### src/rtl/sim_pcie_user_pkg.sv
// Shared encodings and widths for the simulated PCIe user endpoint.
package sim_pcie_user_pkg;

    localparam int         CNT_W    = 16;
    localparam int         IDX_W    = 16;
    localparam logic [3:0] KEEP_ALL = 4'hF;

    typedef enum logic [1:0] {
        C_IDLE,
        C_REQ,
        C_NEXT,
        C_DONE
    } cfg_state_t;

    typedef enum logic [1:0] {
        T_IDLE,
        T_SEND,
        T_GAP
    } tx_state_t;

    function automatic logic [CNT_W-1:0] sat_inc(input logic [CNT_W-1:0] v);
        return (v == '1) ? v : v + CNT_W'(1);
    endfunction

endpackage

### src/rtl/sim_pcie_rx_checker.sv
// Checks the bridge RX stream for the incrementing-word pattern and tlast framing.
module sim_pcie_rx_checker
    import sim_pcie_user_pkg::*;
#(
    parameter int RX_PKT_WORDS = 128
) (
    input  logic             sys_clk_p,
    input  logic             sys_reset,
    input  logic             lnk_up,
    input  logic             rx_enable,
    input  logic [31:0]      rx_tdata,
    input  logic [3:0]       rx_tkeep,
    input  logic             rx_tlast,
    input  logic             rx_tvalid,
    output logic             rx_tready,
    output logic [CNT_W-1:0] pkt_count,
    output logic [CNT_W-1:0] err_count,
    output logic             err
);

    localparam logic [IDX_W-1:0] LAST_K = IDX_W'(RX_PKT_WORDS - 1);

    logic [IDX_W-1:0] k;
    logic             beat;
    logic             beat_err;

    // One error per beat, however many of the individual checks fail on it.
    always_comb begin
        beat     = rx_tvalid & rx_tready & lnk_up;
        beat_err = (rx_tdata != 32'(k))
                 | (rx_tkeep != KEEP_ALL)
                 | (rx_tlast && (k < LAST_K))
                 | (!rx_tlast && (k == LAST_K));
    end

    // NOTE: sequential state uses <= so every register samples pre-edge values.
    always_ff @(posedge sys_clk_p or posedge sys_reset) begin
        if (sys_reset) begin
            rx_tready <= 1'b0;
            k         <= '0;
            pkt_count <= '0;
            err_count <= '0;
            err       <= 1'b0;
        end else begin
            rx_tready <= rx_enable;
            if (!lnk_up) begin
                k <= '0;
            end else if (beat) begin
                k <= rx_tlast ? '0 : k + IDX_W'(1);
                if (rx_tlast) pkt_count <= pkt_count + CNT_W'(1);
                if (beat_err) begin
                    err_count <= sat_inc(err_count);
                    err       <= 1'b1;
                end
            end
        end
    end

endmodule

### src/rtl/sim_pcie_user_endpoint.sv
// User-side endpoint for the simulated PCIe bridge: CFG BAR reader, RX checker, TX packet source.
module sim_pcie_user_endpoint
    import sim_pcie_user_pkg::*;
#(
    parameter int          RX_PKT_WORDS  = 128,
    parameter int          TX_PKT_WORDS  = 128,
    parameter logic [31:0] TX_SEED       = 32'h0,
    parameter int          TX_GAP_CYCLES = 4,
    parameter int          CFG_FIRST_DW  = 4,
    parameter int          CFG_NUM_DW    = 6
) (
    input  logic             sys_clk_p,
    input  logic             sys_reset,
    input  logic             i_user_lnk_up,
    input  logic             i_user_enable_comm,
    input  logic             i_tx_enable,
    input  logic [31:0]      i_rx_tdata,
    input  logic [3:0]       i_rx_tkeep,
    input  logic             i_rx_tlast,
    input  logic             i_rx_tvalid,
    output logic             o_rx_tready,
    output logic [31:0]      o_tx_tdata,
    output logic [3:0]       o_tx_tkeep,
    output logic [3:0]       o_tx_tuser,
    output logic             o_tx_tlast,
    output logic             o_tx_tvalid,
    input  logic             i_tx_tready,
    output logic [9:0]       o_cfg_dwaddr,
    output logic             o_cfg_rd_en,
    input  logic [31:0]      i_cfg_do,
    input  logic             i_cfg_rd_wr_done,
    output logic             o_cfg_done,
    output logic [31:0]      o_bar0,
    output logic [31:0]      o_bar1,
    output logic [CNT_W-1:0] o_rx_pkt_count,
    output logic [CNT_W-1:0] o_rx_err_count,
    output logic             o_rx_err,
    output logic [CNT_W-1:0] o_tx_pkt_count
);

    localparam int               CFG_IDX_W = $clog2(CFG_NUM_DW + 1);
    localparam int               GAP_W     = (TX_GAP_CYCLES > 1) ? $clog2(TX_GAP_CYCLES) : 1;
    localparam logic [GAP_W-1:0] GAP_LAST  = GAP_W'((TX_GAP_CYCLES > 0) ? TX_GAP_CYCLES - 1 : 0);
    localparam logic [IDX_W-1:0] TX_LAST   = IDX_W'(TX_PKT_WORDS - 1);

    cfg_state_t           cfg_state, cfg_next;
    logic [CFG_IDX_W-1:0] cfg_idx;
    logic                 cfg_capture;

    tx_state_t            tx_state, tx_next;
    logic [IDX_W-1:0]     tx_beat;
    logic [GAP_W-1:0]     gap_cnt;
    logic                 comm_en;
    logic                 tx_accept;
    logic                 tx_last;

    // ---------------- CFG BAR reader ----------------
    // NOTE: every always_comb output gets a default first so no path infers a latch.
    always_comb begin
        cfg_next = cfg_state;
        if (!i_user_lnk_up) begin
            cfg_next = C_IDLE;
        end else begin
            case (cfg_state)
                C_IDLE:  cfg_next = C_REQ;
                C_REQ:   if (i_cfg_rd_wr_done) cfg_next = C_NEXT;
                C_NEXT:  cfg_next = (cfg_idx == CFG_IDX_W'(CFG_NUM_DW)) ? C_DONE : C_REQ;
                C_DONE:  cfg_next = C_DONE;
                default: cfg_next = C_IDLE;
            endcase
        end
    end

    always_comb begin
        o_cfg_rd_en  = (cfg_state == C_REQ);
        o_cfg_dwaddr = o_cfg_rd_en ? 10'(CFG_FIRST_DW) + 10'(cfg_idx) : '0;
        o_cfg_done   = (cfg_state == C_DONE);
        cfg_capture  = o_cfg_rd_en & i_cfg_rd_wr_done & i_user_lnk_up;
    end

    // Captured BARs survive a link drop; a re-read simply overwrites them.
    always_ff @(posedge sys_clk_p or posedge sys_reset) begin
        if (sys_reset) begin
            cfg_state <= C_IDLE;
            cfg_idx   <= '0;
            o_bar0    <= '0;
            o_bar1    <= '0;
        end else begin
            cfg_state <= cfg_next;
            if (!i_user_lnk_up) begin
                cfg_idx <= '0;
            end else if (cfg_capture) begin
                cfg_idx <= cfg_idx + CFG_IDX_W'(1);
                if (cfg_idx == CFG_IDX_W'(0)) o_bar0 <= i_cfg_do;
                if (cfg_idx == CFG_IDX_W'(1)) o_bar1 <= i_cfg_do;
            end
        end
    end

    // ---------------- RX checker ----------------
    sim_pcie_rx_checker #(
        .RX_PKT_WORDS(RX_PKT_WORDS)
    ) u_rx_checker (
        .sys_clk_p (sys_clk_p),
        .sys_reset (sys_reset),
        .lnk_up    (i_user_lnk_up),
        .rx_enable (o_cfg_done & i_user_lnk_up),
        .rx_tdata  (i_rx_tdata),
        .rx_tkeep  (i_rx_tkeep),
        .rx_tlast  (i_rx_tlast),
        .rx_tvalid (i_rx_tvalid),
        .rx_tready (o_rx_tready),
        .pkt_count (o_rx_pkt_count),
        .err_count (o_rx_err_count),
        .err       (o_rx_err)
    );

    // ---------------- TX packet source ----------------
    always_comb begin
        tx_accept = (tx_state == T_SEND) & i_tx_tready;
        tx_last   = (tx_beat == TX_LAST);
        tx_next   = tx_state;
        if (!i_user_lnk_up) begin
            tx_next = T_IDLE;
        end else begin
            case (tx_state)
                T_IDLE:  if (o_cfg_done && comm_en && i_tx_enable) tx_next = T_SEND;
                T_SEND:  if (tx_accept && tx_last) tx_next = (TX_GAP_CYCLES == 0) ? T_IDLE : T_GAP;
                T_GAP:   if (gap_cnt == GAP_LAST) tx_next = T_IDLE;
                default: tx_next = T_IDLE;
            endcase
        end
    end

    // Beat data is derived from the beat index, so it holds by itself across a stall.
    always_comb begin
        o_tx_tvalid = (tx_state == T_SEND);
        o_tx_tdata  = o_tx_tvalid ? TX_SEED + 32'(tx_beat) : '0;
        o_tx_tlast  = o_tx_tvalid & tx_last;
        o_tx_tkeep  = KEEP_ALL;
        o_tx_tuser  = 4'h0;
    end

    always_ff @(posedge sys_clk_p or posedge sys_reset) begin
        if (sys_reset) begin
            tx_state       <= T_IDLE;
            tx_beat        <= '0;
            gap_cnt        <= '0;
            comm_en        <= 1'b0;
            o_tx_pkt_count <= '0;
        end else begin
            tx_state <= tx_next;
            gap_cnt  <= (tx_state == T_GAP) ? gap_cnt + GAP_W'(1) : '0;
            if (!i_user_lnk_up) begin
                tx_beat <= '0;
                comm_en <= 1'b0;
            end else begin
                if (i_user_enable_comm) comm_en <= 1'b1;
                if (tx_accept) begin
                    tx_beat <= tx_last ? '0 : tx_beat + IDX_W'(1);
                    if (tx_last) o_tx_pkt_count <= o_tx_pkt_count + CNT_W'(1);
                end
            end
        end
    end

endmodule
### config.mk
export PLATFORM = sky130hd
export DESIGN_NAME = sim_pcie_user_endpoint
export DESIGN_NICKNAME = d
export VERILOG_FILES = /design/src/rtl/sim_pcie_user_pkg.sv /design/src/rtl/sim_pcie_rx_checker.sv /design/src/rtl/sim_pcie_user_endpoint.sv
export SDC_FILE = /design/constraint.sdc
export NUM_CORES = 1
export LEC_CHECK = 0
export CAP_MARGIN = 15
export CORE_MARGIN = 2
export CORE_UTILIZATION = 48
export CTS_BUF_LIST = sky130_fd_sc_hd__clkbuf_4 sky130_fd_sc_hd__clkbuf_8
export CTS_CLUSTER_SIZE = 8
export DETAILED_ROUTE_END_ITERATION = 10
export GPL_TIMING_DRIVEN = 0
export PLACE_DENSITY_LB_ADDON = 0.3
export SKIP_CTS_REPAIR_TIMING = 1
export SLEW_MARGIN = 15
export SYNTH_ARGS = -nofsm -noshare
export SYNTH_HDL_FRONTEND = slang
export SYNTH_SLANG_ARGS = --single-unit
### constraint.sdc
create_clock -name sys_clk_p -period 6.4 [get_ports sys_clk_p]
set_clock_uncertainty 0.2 [all_clocks]
set_input_delay 1.6 -clock sys_clk_p [delete_from_list [all_inputs] [get_ports sys_clk_p]]
set_output_delay 1.6 -clock sys_clk_p [all_outputs]
set_load 0.02 [all_outputs]
### Word level (Yosys, flattened, before mapping)

Cells that the tools add are included.

* register bits after elaboration: 156
* bits of input ports: 77
* output and inout port bits: 168
* word-level logic and storage cells: 93

* $add $sub $neg: 8
* order comparisons: 1
* equality and inequality tests: 21
* mux-type cells: 22
* bitwise gates (word level): 11
* reductions and logical operators: 16

Operator list (count)
* $mux 16: 7
* $add 16x1->16 const B: 5
* $eq 16x7->1 const B: 2
* $ne 32x16->1: 1
* $reduce_and 3->1: 6
* $eq 16x16->1 const B: 1
* $lt 16x7->1 const B: 1
* $mux 2: 8
* $eq 2x2->1 const B: 4
* $ne 2x1->1 const B: 4
* $pmux 2 s4: 1
* $and 1x1->1: 7
* $mux 3: 2
* $ne 3x2->1 const B: 2
* $ne 3x3->1 const B: 2
* $pmux 2 s3: 1
* $logic_and 1x1->1: 5
* $add 3x3->4 const A: 1
* $eq 2x1->1 const B: 2
* $logic_not 2->1: 2
* $mux 4: 1
* $ne 4x4->1 const B: 1
* $reduce_and 4->1: 1
* $add 3x1->3 const B: 1
* 8 further kinds: 11

### Longest topological paths before layout

Gate-level depths: netlist (run 1).

* word-level depth: 6
* mapped depth: 8
* depth with buffers taken out: 7

### By module

Synthesis (run 1) repeated with hierarchy kept, for this count alone.

* cells, all modules: 697
* area, all modules: 7758.7 um^2

By module, submodules not included
* sim_pcie_user_endpoint: times used 1, cells an instance 425, area an instance 5026.1 um^2, sequential area each 2652.5 um^2
* sim_pcie_rx_checker: times used 1, cells an instance 272, area an instance 2732.6 um^2, sequential area each 1251.2 um^2

### Worst setup path after synthesis (run 1)

No wires, ideal clock.

* path type: reg-to-output
* from: register tx_beat[0]
* to: output o_tx_tlast
* arrival time: 1.624 ns
* data required time: 4.600 ns
* setup slack: 2.976 ns
* stages on the path, launching flop included: 6
* buffers on the path: 0
* cells stage by stage: dfrtp_1 > ha_1 > and3_1 > nand4_2 > or2_2 > nor2b_1

* word-level cells in the longest chain between the ends: 2

RTL lines
* start: declaration: line sim_pcie_user_endpoint.sv:51 `logic [IDX_W-1:0] tx_beat;`
* start signal: assignment: line sim_pcie_user_endpoint.sv:160 `tx_beat <= tx_last ? '0 : tx_beat + IDX_W'(1);`
* $eq 16x7->1: line sim_pcie_user_endpoint.sv:121 `tx_last = (tx_beat == TX_LAST);`
* $and 1x1->1: line sim_pcie_user_endpoint.sv:139 `o_tx_tlast = o_tx_tvalid & tx_last;`
* end: declaration: line sim_pcie_user_endpoint.sv:25 `output logic o_tx_tlast,`

Every way passes these cells.

### Worst setup path in the final report (run 1)

Same ends and word-level chain as after synthesis.

==> flow_summary.ini, run 1 <==
[synthesis]
async_reset_ff_frac = 1.000
synth_edf_count = 0
synthFlopType = dfrtp_1
ys_ff_latch = 156
syn_inst = 671
yosysSeqAreaShare = 0.5181
ys_types = 57
syn_area_mm2 = 0.007535
synth_area_per_cell_um2 = 11.23
ys_warn_count = 0

[detailed_routing]
drc_errors = 0
wl_per_cell_um = 15.29
drt-initial-drc-count = 319
top_layer = met4
vias = 5859
route.met2.wl_mm = 8.820
first_pass_iters = 4
wl_mm = 17.69
met3_length_mm = 1.354
ant_nets = 0
drt-met1-wl_mm = 7.159
vias_per_cell = 5.064

[clocking]
cts_tree = done
cts_buffer_depth = 2
cts_made_buffers = 17
clk-insertion-delay-late_ps = 450
clk_pin_slew_ps = 80
numClockSinks = 156
clock-root-buffer = clkbuf_8
htreeDepth = 4

[global_route]
track_usage = 0.2145
grt_max_degree = 93
grt_first_pass_wirelength_mm = 28.28
grt_pass1_vias = 5665
gr-total-overflow = 0
antenna_found_initial = 0

[sta]
fin_setup_tns_ps = 0
slew_headroom = 0.5589
layout_min_cycle_time_ps = 4488
setup_violations = 0
rsz0062_at_grt = false
hold_ws_ps = 251.2
hold_viol = 0
final_max_slew_viol_count = 0
worstMarginPinSlew_ps = 661.7
period_share = 0.7012
setup_ws_ps = 1912
fmax_mhz = 222.8

[critical_path]
cp_max_fo = 7
crit_path_end_kind = output pin
cp_cell_sequence = ha_1, and3_1, nand4_2, or2_2, nor2b_1, clkdlybuf4s50_1
cpMaxStageDelayCell = clkdlybuf4s50_1
path_buf_inv = 1
cp-start-kind = register
critPathMaxStageDelay_ps = 610
path_class = reg2out
crit_family = simple AND/OR/NAND/NOR gates
cp.arrival_ps = 2690
required_ps = 4600

[cells_and_area]
postLayoutCoreUtil = 0.6873
fill_cells = 1146
seqCellArea_mm2 = 0.003904
final_common_cell = clkdlybuf4s50_1
fin_nets = 1020
area_growth_pct = 39.19
fin_area_mm2 = 0.01049
diodes = 0
mostFrequentLayoutCells = 214 x clkdlybuf4s50_1, 156 x dfrtp_1, 63 x mux2_2
multi_input_area_mm2 = 0.003342
drive_gt1_frac = 0.1712

[floorplan]
num_rows = 45
initial_utilization = 0.4938
dieArea_mm2 = 0.01672
io_pins = 245
fp.dieW_um = 129.3
die_h_um = 129.3
core_area_mm2 = 0.01526

[placed_design]
dp_slack_ps = 2392
place_area_mm2 = 0.01008
port_buffers = 214
hpwl_mm = 12.92
gp_congestion = 0.8431

[run]
max-cap-violations = 0

[power]
p_leak_nw = 4.657
max-vdd-ir-drop_mv = 0.1898
power_density_mw_per_mm2 = 243.9

[worst_hold_path]
min_path_type = reg2reg

[outcome]
status = complete, no violations
-- registers in the layout (all words and copies together), names as in the netlist --
register and count:
cfg_idx 3, u_rx_checker.k 16, u_rx_checker.pkt_count 16, o_bar1 32, o_tx_pkt_count 16, u_rx_checker.err_count 16, cfg_state 2, comm_en 1
tx_beat 16, tx_state 2, o_bar0 32, gap_cnt 2, u_rx_checker.err 1, u_rx_checker.rx_tready 1
-- cell usage after synthesis, types with 3 or more instances --
master | instances | area, µm²
clkbuf_1 | 8 | 30.03
a31oi_1 | 8 | 50.05
nand2_1 | 54 | 202.7
or2_2 | 3 | 18.77
buf_4 | 32 | 240.2
o21ai_0 | 38 | 190.2
buf_6 | 3 | 33.78
xor2_1 | 18 | 157.7
nor3_1 | 5 | 25.02
and2_1 | 29 | 181.4
o31ai_1 | 8 | 60.06
ha_1 | 10 | 125.1
nand4_1 | 26 | 162.7
mux2_2 | 63 | 709.4
mux2_1 | 4 | 45.04
nor4_1 | 9 | 56.30
nand2b_1 | 3 | 18.77
and3_1 | 20 | 125.1
dfrtp_1 | 156 | 3904
nor2b_1 | 4 | 25.02
a21o_1 | 3 | 22.52
xnor2_1 | 49 | 429.2
nand3_1 | 27 | 135.1
and4_1 | 4 | 35.03
nor2_1 | 32 | 120.1
nor3b_1 | 3 | 22.52
buf_2 | 8 | 40.04
inv_1 | 7 | 26.28
-- cells by family after synthesis --
family,share of synthesized area
buffers and inverters,0.05231
multiplexers,0.1001
AND/OR/NAND/NOR,0.1732
flip-flops,0.5181
adder cells (fa/ha/maj),0.01661
XOR/XNOR,0.08004
AO/OA/AOI/OAI,0.05862
other,0.0009967
-- final timing paths --
kind                            startpoint            endpoint  slack (ps)  depth (start not counted)
worst max-delay path            tx_beat[0]          o_tx_tlast        1910                          6
worst min-delay path            gap_cnt[0]          gap_cnt[0]         250                          1
worst max register to register  tx_beat[0]          tx_beat[8]        3880                          8
worst min register to register  gap_cnt[0]          gap_cnt[0]         250                          1
max in group asynchronous        sys_reset         tx_beat[15]        3790                          3
min in group asynchronous        sys_reset  o_tx_pkt_count[10]        1420                          2
-- per-layer routing --
layer	vias to the layer above	track usage
li1	2805	-
met1	2841	0.2629
met2	186	0.3591
met3	27	0.06647
met4	0	0.07737
met5	-	0
-- power by group --
| part | switching [mW] | internal (mW) | leakage (nW) |
|---|---|---|---|
| Clock | 0.381 | 0.375 | 0.203 |
| Combinational | 0.302 | 0.340 | 2.39 |
| Sequential | 0.0596 | 1.10 | 2.07 |
| Total | 0.742 | 1.82 | 4.66 |
-- layout make-up --
cell class / instances / area share
multi-input combinational: 482 / 0.3187
sequential: 156 / 0.3722
clock buffer: 20 / 0.02565
timing repair buffer: 215 / 0.2069
buffer: 54 / 0.03508
clock inverter: 12 / 0.01312
inverter: 7 / 0.003221
tap: 211 / 0.02517
-- stage by stage --
| step | total power, mW | cells |
|---|---|---|
| final | 2.558 | 1157 |
| after CTS | 2.586 | 1157 |
| after floorplan | 1.488 | 699 |
| after global placement | 1.814 | 1124 |
| after detailed placement | 1.828 | 1125 |
| after global routing | 2.680 | 1157 |
No activity file was read; power rests on OpenSTA's default activity.
==> run 2: changes to the inputs <==
- clock period: 6.4 -> 4.3 ns (I/O delays scaled with it)
==> flow_summary.ini, run 2 (synthesis gave the netlist of run 1 again) <==
[floorplan]
initial_utilization = 0.4938
core_area_mm2 = 0.01526
io_pins = 245
dieArea_mm2 = 0.01672
num_rows = 45
die_h_um = 129.3
fp.dieW_um = 129.3

[cells_and_area]
mostFrequentLayoutCells = 214 x clkdlybuf4s50_1, 156 x dfrtp_1, 63 x mux2_2
drive_gt1_frac = 0.1721
top_regs = o_bar0 (32), o_bar1 (32)
area_growth_pct = 40.14
fin_nets = 1023
final_common_cell = clkdlybuf4s50_1
diodes = 0

[sta]
hold_ws_ps = 235.2
setup_violations = 0
fmax_mhz = 252.5
worstMarginPinSlew_ps = 622.6
setup_ws_ps = 339.8
fin_setup_tns_ps = 0
slew_headroom = 0.5822
rsz0062_at_grt = false
final_max_slew_viol_count = 0
layout_min_cycle_time_ps = 3960
hold_viol = 0
period_share = 0.9210

[detailed_routing]
wl_per_cell_um = 15.13
vias = 5803
wl_mm = 17.52
vias_per_cell = 5.011
ant_nets = 0
drt-initial-drc-count = 285
first_pass_iters = 5
drc_errors = 0

[placed_design]
gp_congestion = 0.8487
dp_slack_ps = 811.7
hpwl_mm = 13.03
port_buffers = 214

[clocking]
numClockSinks = 156
htreeDepth = 4
cts_tree = done
clk-insertion-delay-late_ps = 440
cts_buffer_depth = 2
cts_made_buffers = 17
clk_pin_slew_ps = 80
clock-root-buffer = clkbuf_8

[critical_path]
path_class = reg2out
cp.arrival_ps = 2690
cp-start-kind = register
required_ps = 3020
critPathMaxStageDelay_ps = 620
crit_path_end_kind = output pin
cp_max_fo = 7
cp_cell_sequence = ha_1, and3_1, nand4_2, or2_2, nor2b_1, clkdlybuf4s50_1
cpMaxStageDelayCell = clkdlybuf4s50_1

[outcome]
status = complete, no violations

[power]
power_density_mw_per_mm2 = 367.1
power_mw = 3.877
p_leak_nw = 4.685
max-vdd-ir-drop_mv = 0.5403

[worst_hold_path]
min_path_type = reg2reg

[global_route]
grt_pass1_vias = 5689
gr-total-overflow = 0
antenna_found_initial = 0
track_usage = 0.2107
grt_first_pass_wirelength_mm = 27.91
grt_max_degree = 36

[run]
max-cap-violations = 0
run 2: cell types whose count changed in the layout (fill, tap and decap cells not counted), sizes merged:
cell | previous run | this run
clkinvlp | 2 | 3
bufinv | 2 | 4
clkinv | 6 | 3
buf | 44 | 47
inv | 9 | 7
run 2: worst max-delay path, delay by kind of cell (launching register included):
family,cells,cell delay (ps)
adder cells (fa/ha/maj),1,290
AND/OR/NAND/NOR,4,900
flip-flops,1,440
buffers and inverters,1,620
run 2: area by class of cell:
| class | count | area (µm²) |
|---|---|---|
| Multi-Input combinational cell | 482 | 3342 |
| Timing Repair Buffer | 218 | 2222 |
| Clock buffer | 20 | 262.8 |
| Tap cell | 211 | 264.0 |
| Sequential cell | 156 | 3904 |
| Buffer | 54 | 367.9 |
| Fill cell | 1142 | 4700 |
| Inverter | 7 | 30.03 |
| Clock inverter | 10 | 166.4 |
run 2: report_power, final:
| part | switching, mW | internal (mW) |
|---|---|---|
| logic | 0.452 | 0.511 |
| clock network | 0.530 | 0.657 |
| registers | 0.0887 | 1.64 |
run 2: routing by layer:
metal / track usage / share of wire / up-vias / wire [µm]
li1: - / - / 2803 / -
met1: 0.2630 / 0.42 / 2784 / 7334
met2: 0.3492 / 0.49 / 188 / 8497
met3: 0.07473 / 0.079 / 28 / 1377
met4: 0.05754 / 0.018 / 0 / 310
met5: 0 / 0 / - / 0
run 2: final timing paths:
check                      slack [ps]            endpoint  cells past startpoint  startpoint
setup reg to reg                 1730          tx_beat[7]                      8  tx_beat[0]
setup / recovery                  340          o_tx_tlast                      6  tx_beat[0]
hold reg to reg                   240          gap_cnt[0]                      1  gap_cnt[0]
hold / removal                    240          gap_cnt[0]                      1  gap_cnt[0]
max in group asynchronous        2240          o_bar0[10]                      4   sys_reset
min in group asynchronous         850  o_tx_pkt_count[11]                      2   sys_reset
run 2: metrics by stage:
| stage | area [µm²] | instances | utilization |
|---|---|---|---|
| floorplan | 7644 | 699 | - |
| global placement | 10050 | 1124 | 0.6586 |
| detailed placement | 10130 | 1128 | 0.6639 |
| CTS | 10560 | 1158 | 0.6920 |
| global route | 10560 | 1158 | 0.6920 |
| finish | 10560 | 1158 | 0.6920 |
==> run 3: changes to the inputs <==
- PLACE_DENSITY: default -> 0.83
- PLACE_DENSITY_LB_ADDON: 0.3 -> default
==> flow_summary.ini, run 3 (synthesis gave the netlist of run 1 again) <==
[outcome]
status = complete, no violations

[critical_path]
cp-start-kind = register
cp_max_fo = 7
crit_path_end_kind = output pin
critPathMaxStageDelay_ps = 620
required_ps = 3020
crit_cells = 6
cp_cell_sequence = ha_1, and3_1, nand4_2, or2_2, nor2b_1, clkdlybuf4s50_1
r2r-start = tx_beat[0]
crit_family = simple AND/OR/NAND/NOR gates
cp.arrival_ps = 2660
path_buf_inv = 1
cpMaxStageDelayCell = clkdlybuf4s50_1
reg2regPathDepth = 8
path_class = reg2out
r2r-end = tx_beat[7]
r2r_slack_ps = 1800

[floorplan]
io_pins = 245
fp.dieW_um = 129.3
core_area_mm2 = 0.01526
initial_utilization = 0.4938
num_rows = 45
die_h_um = 129.3
dieArea_mm2 = 0.01672

[clocking]
clk_pin_slew_ps = 80
cts_made_buffers = 17
htreeDepth = 4
clock-root-buffer = clkbuf_8
cts_tree = done
cts_buffer_depth = 2
clk-insertion-delay-late_ps = 450
numClockSinks = 156

[detailed_routing]
drt-initial-drc-count = 333
ant_nets = 0
wl_mm = 18.07
wl_per_cell_um = 15.58
drc_errors = 0
first_pass_iters = 5
vias = 5882
vias_per_cell = 5.071

[sta]
layout_min_cycle_time_ps = 3940
period_share = 0.9162
fmax_mhz = 253.8
worstMarginPinSlew_ps = 617.3
fin_setup_tns_ps = 0
final_max_slew_viol_count = 0
hold_viol = 0
slew_headroom = 0.5853
setup_violations = 0
rsz0062_at_grt = false

[cells_and_area]
fill_cells = 1146
seqCellArea_mm2 = 0.003904
final_common_cell = clkdlybuf4s50_1
area_growth_pct = 40.49
diodes = 0
top_regs = o_bar0 (32), o_bar1 (32)
fin_cells = 1160
fin_nets = 1024
drive_gt1_frac = 0.1739
postLayoutCoreUtil = 0.6937
multi_input_area_mm2 = 0.003342
mostFrequentLayoutCells = 214 x clkdlybuf4s50_1, 156 x dfrtp_1, 63 x mux2_2

[global_route]
antenna_found_initial = 0
grt_first_pass_wirelength_mm = 28.77
gr-total-overflow = 0
grt_max_degree = 37
track_usage = 0.2181
grt_pass1_vias = 5739

[placed_design]
dp.cells = 1129
hpwl_mm = 13.50
port_buffers = 214
gp_congestion = 0.8585

[run]
max-cap-violations = 0

[power]
p_leak_nw = 4.699
power_density_mw_per_mm2 = 366.5
max-vdd-ir-drop_mv = 0.3132

[worst_hold_path]
min_path_type = reg2reg
holdPathEnd = gap_cnt[0]
hold_start = gap_cnt[0]
hold_path_depth = 1
[run 3: cell types whose count changed in the layout (fill, tap and decap cells not counted), sizes merged]
cell / change
buf: +1
bufinv: -1
clkinv: +1
clkinvlp: -1
inv: +2
[run 3: area by class of cell]
| type | count | share of cell area |
|---|---|---|
| Buffer | 54 | 0.03475 |
| Clock buffer | 20 | 0.02541 |
| Clock inverter | 11 | 0.01501 |
| Inverter | 7 | 0.002837 |
| Multi-Input combinational cell | 482 | 0.3157 |
| Sequential cell | 156 | 0.3688 |
| Tap cell | 211 | 0.02494 |
| Timing Repair Buffer | 219 | 0.2125 |
[run 3: metrics by stage]
| stage | cell area [µm²] | hold WS [ps] | power, mW | setup slack (ps) |
|---|---|---|---|---|
| 4_1_cts | 10590 | 254.5 | 3.912 | 324.1 |
| 3_5_place_dp | 10160 | 238.0 | 2.731 | 790.5 |
| 2_1_floorplan | 7644 | 209.9 | 2.215 | 1052 |
| 5_1_grt | 10590 | 270.8 | 4.039 | 259.2 |
| 3_3_place_gp | 10050 | 225.8 | 2.701 | -304.6 |
| 6_report | 10590 | 251.4 | 3.879 | 360.2 |
[run 3: worst max-delay path by stage]
stage | from | endpoint | slack [ps]
2_1_floorplan | sys_reset | cfg_idx[0] | 1050
3_3_place_gp | sys_reset | o_bar1[10] | -300
3_5_place_dp | i_rx_tdata[17] | u_rx_checker.err_count[1] | 790
4_1_cts | tx_beat[0] | o_tx_tlast | 320
5_1_grt | tx_beat[0] | o_tx_tlast | 260
6_report | tx_beat[0] | o_tx_tlast | 360
[run 3: power breakdown]
group	switching, mW	total [mW]	internal (mW)
Sequential	0.0900	1.73	1.64
Clock	0.563	1.18	0.618
Combinational	0.456	0.970	0.514
[run 3: per-layer routing]
layer  share of wire  global-route usage  up-vias
met5               0                   0        -
met4           0.010             0.06202        0
met3           0.076             0.06854       16
met2            0.50              0.3687      197
met1            0.42              0.2707     2853
li1                -                   -     2816
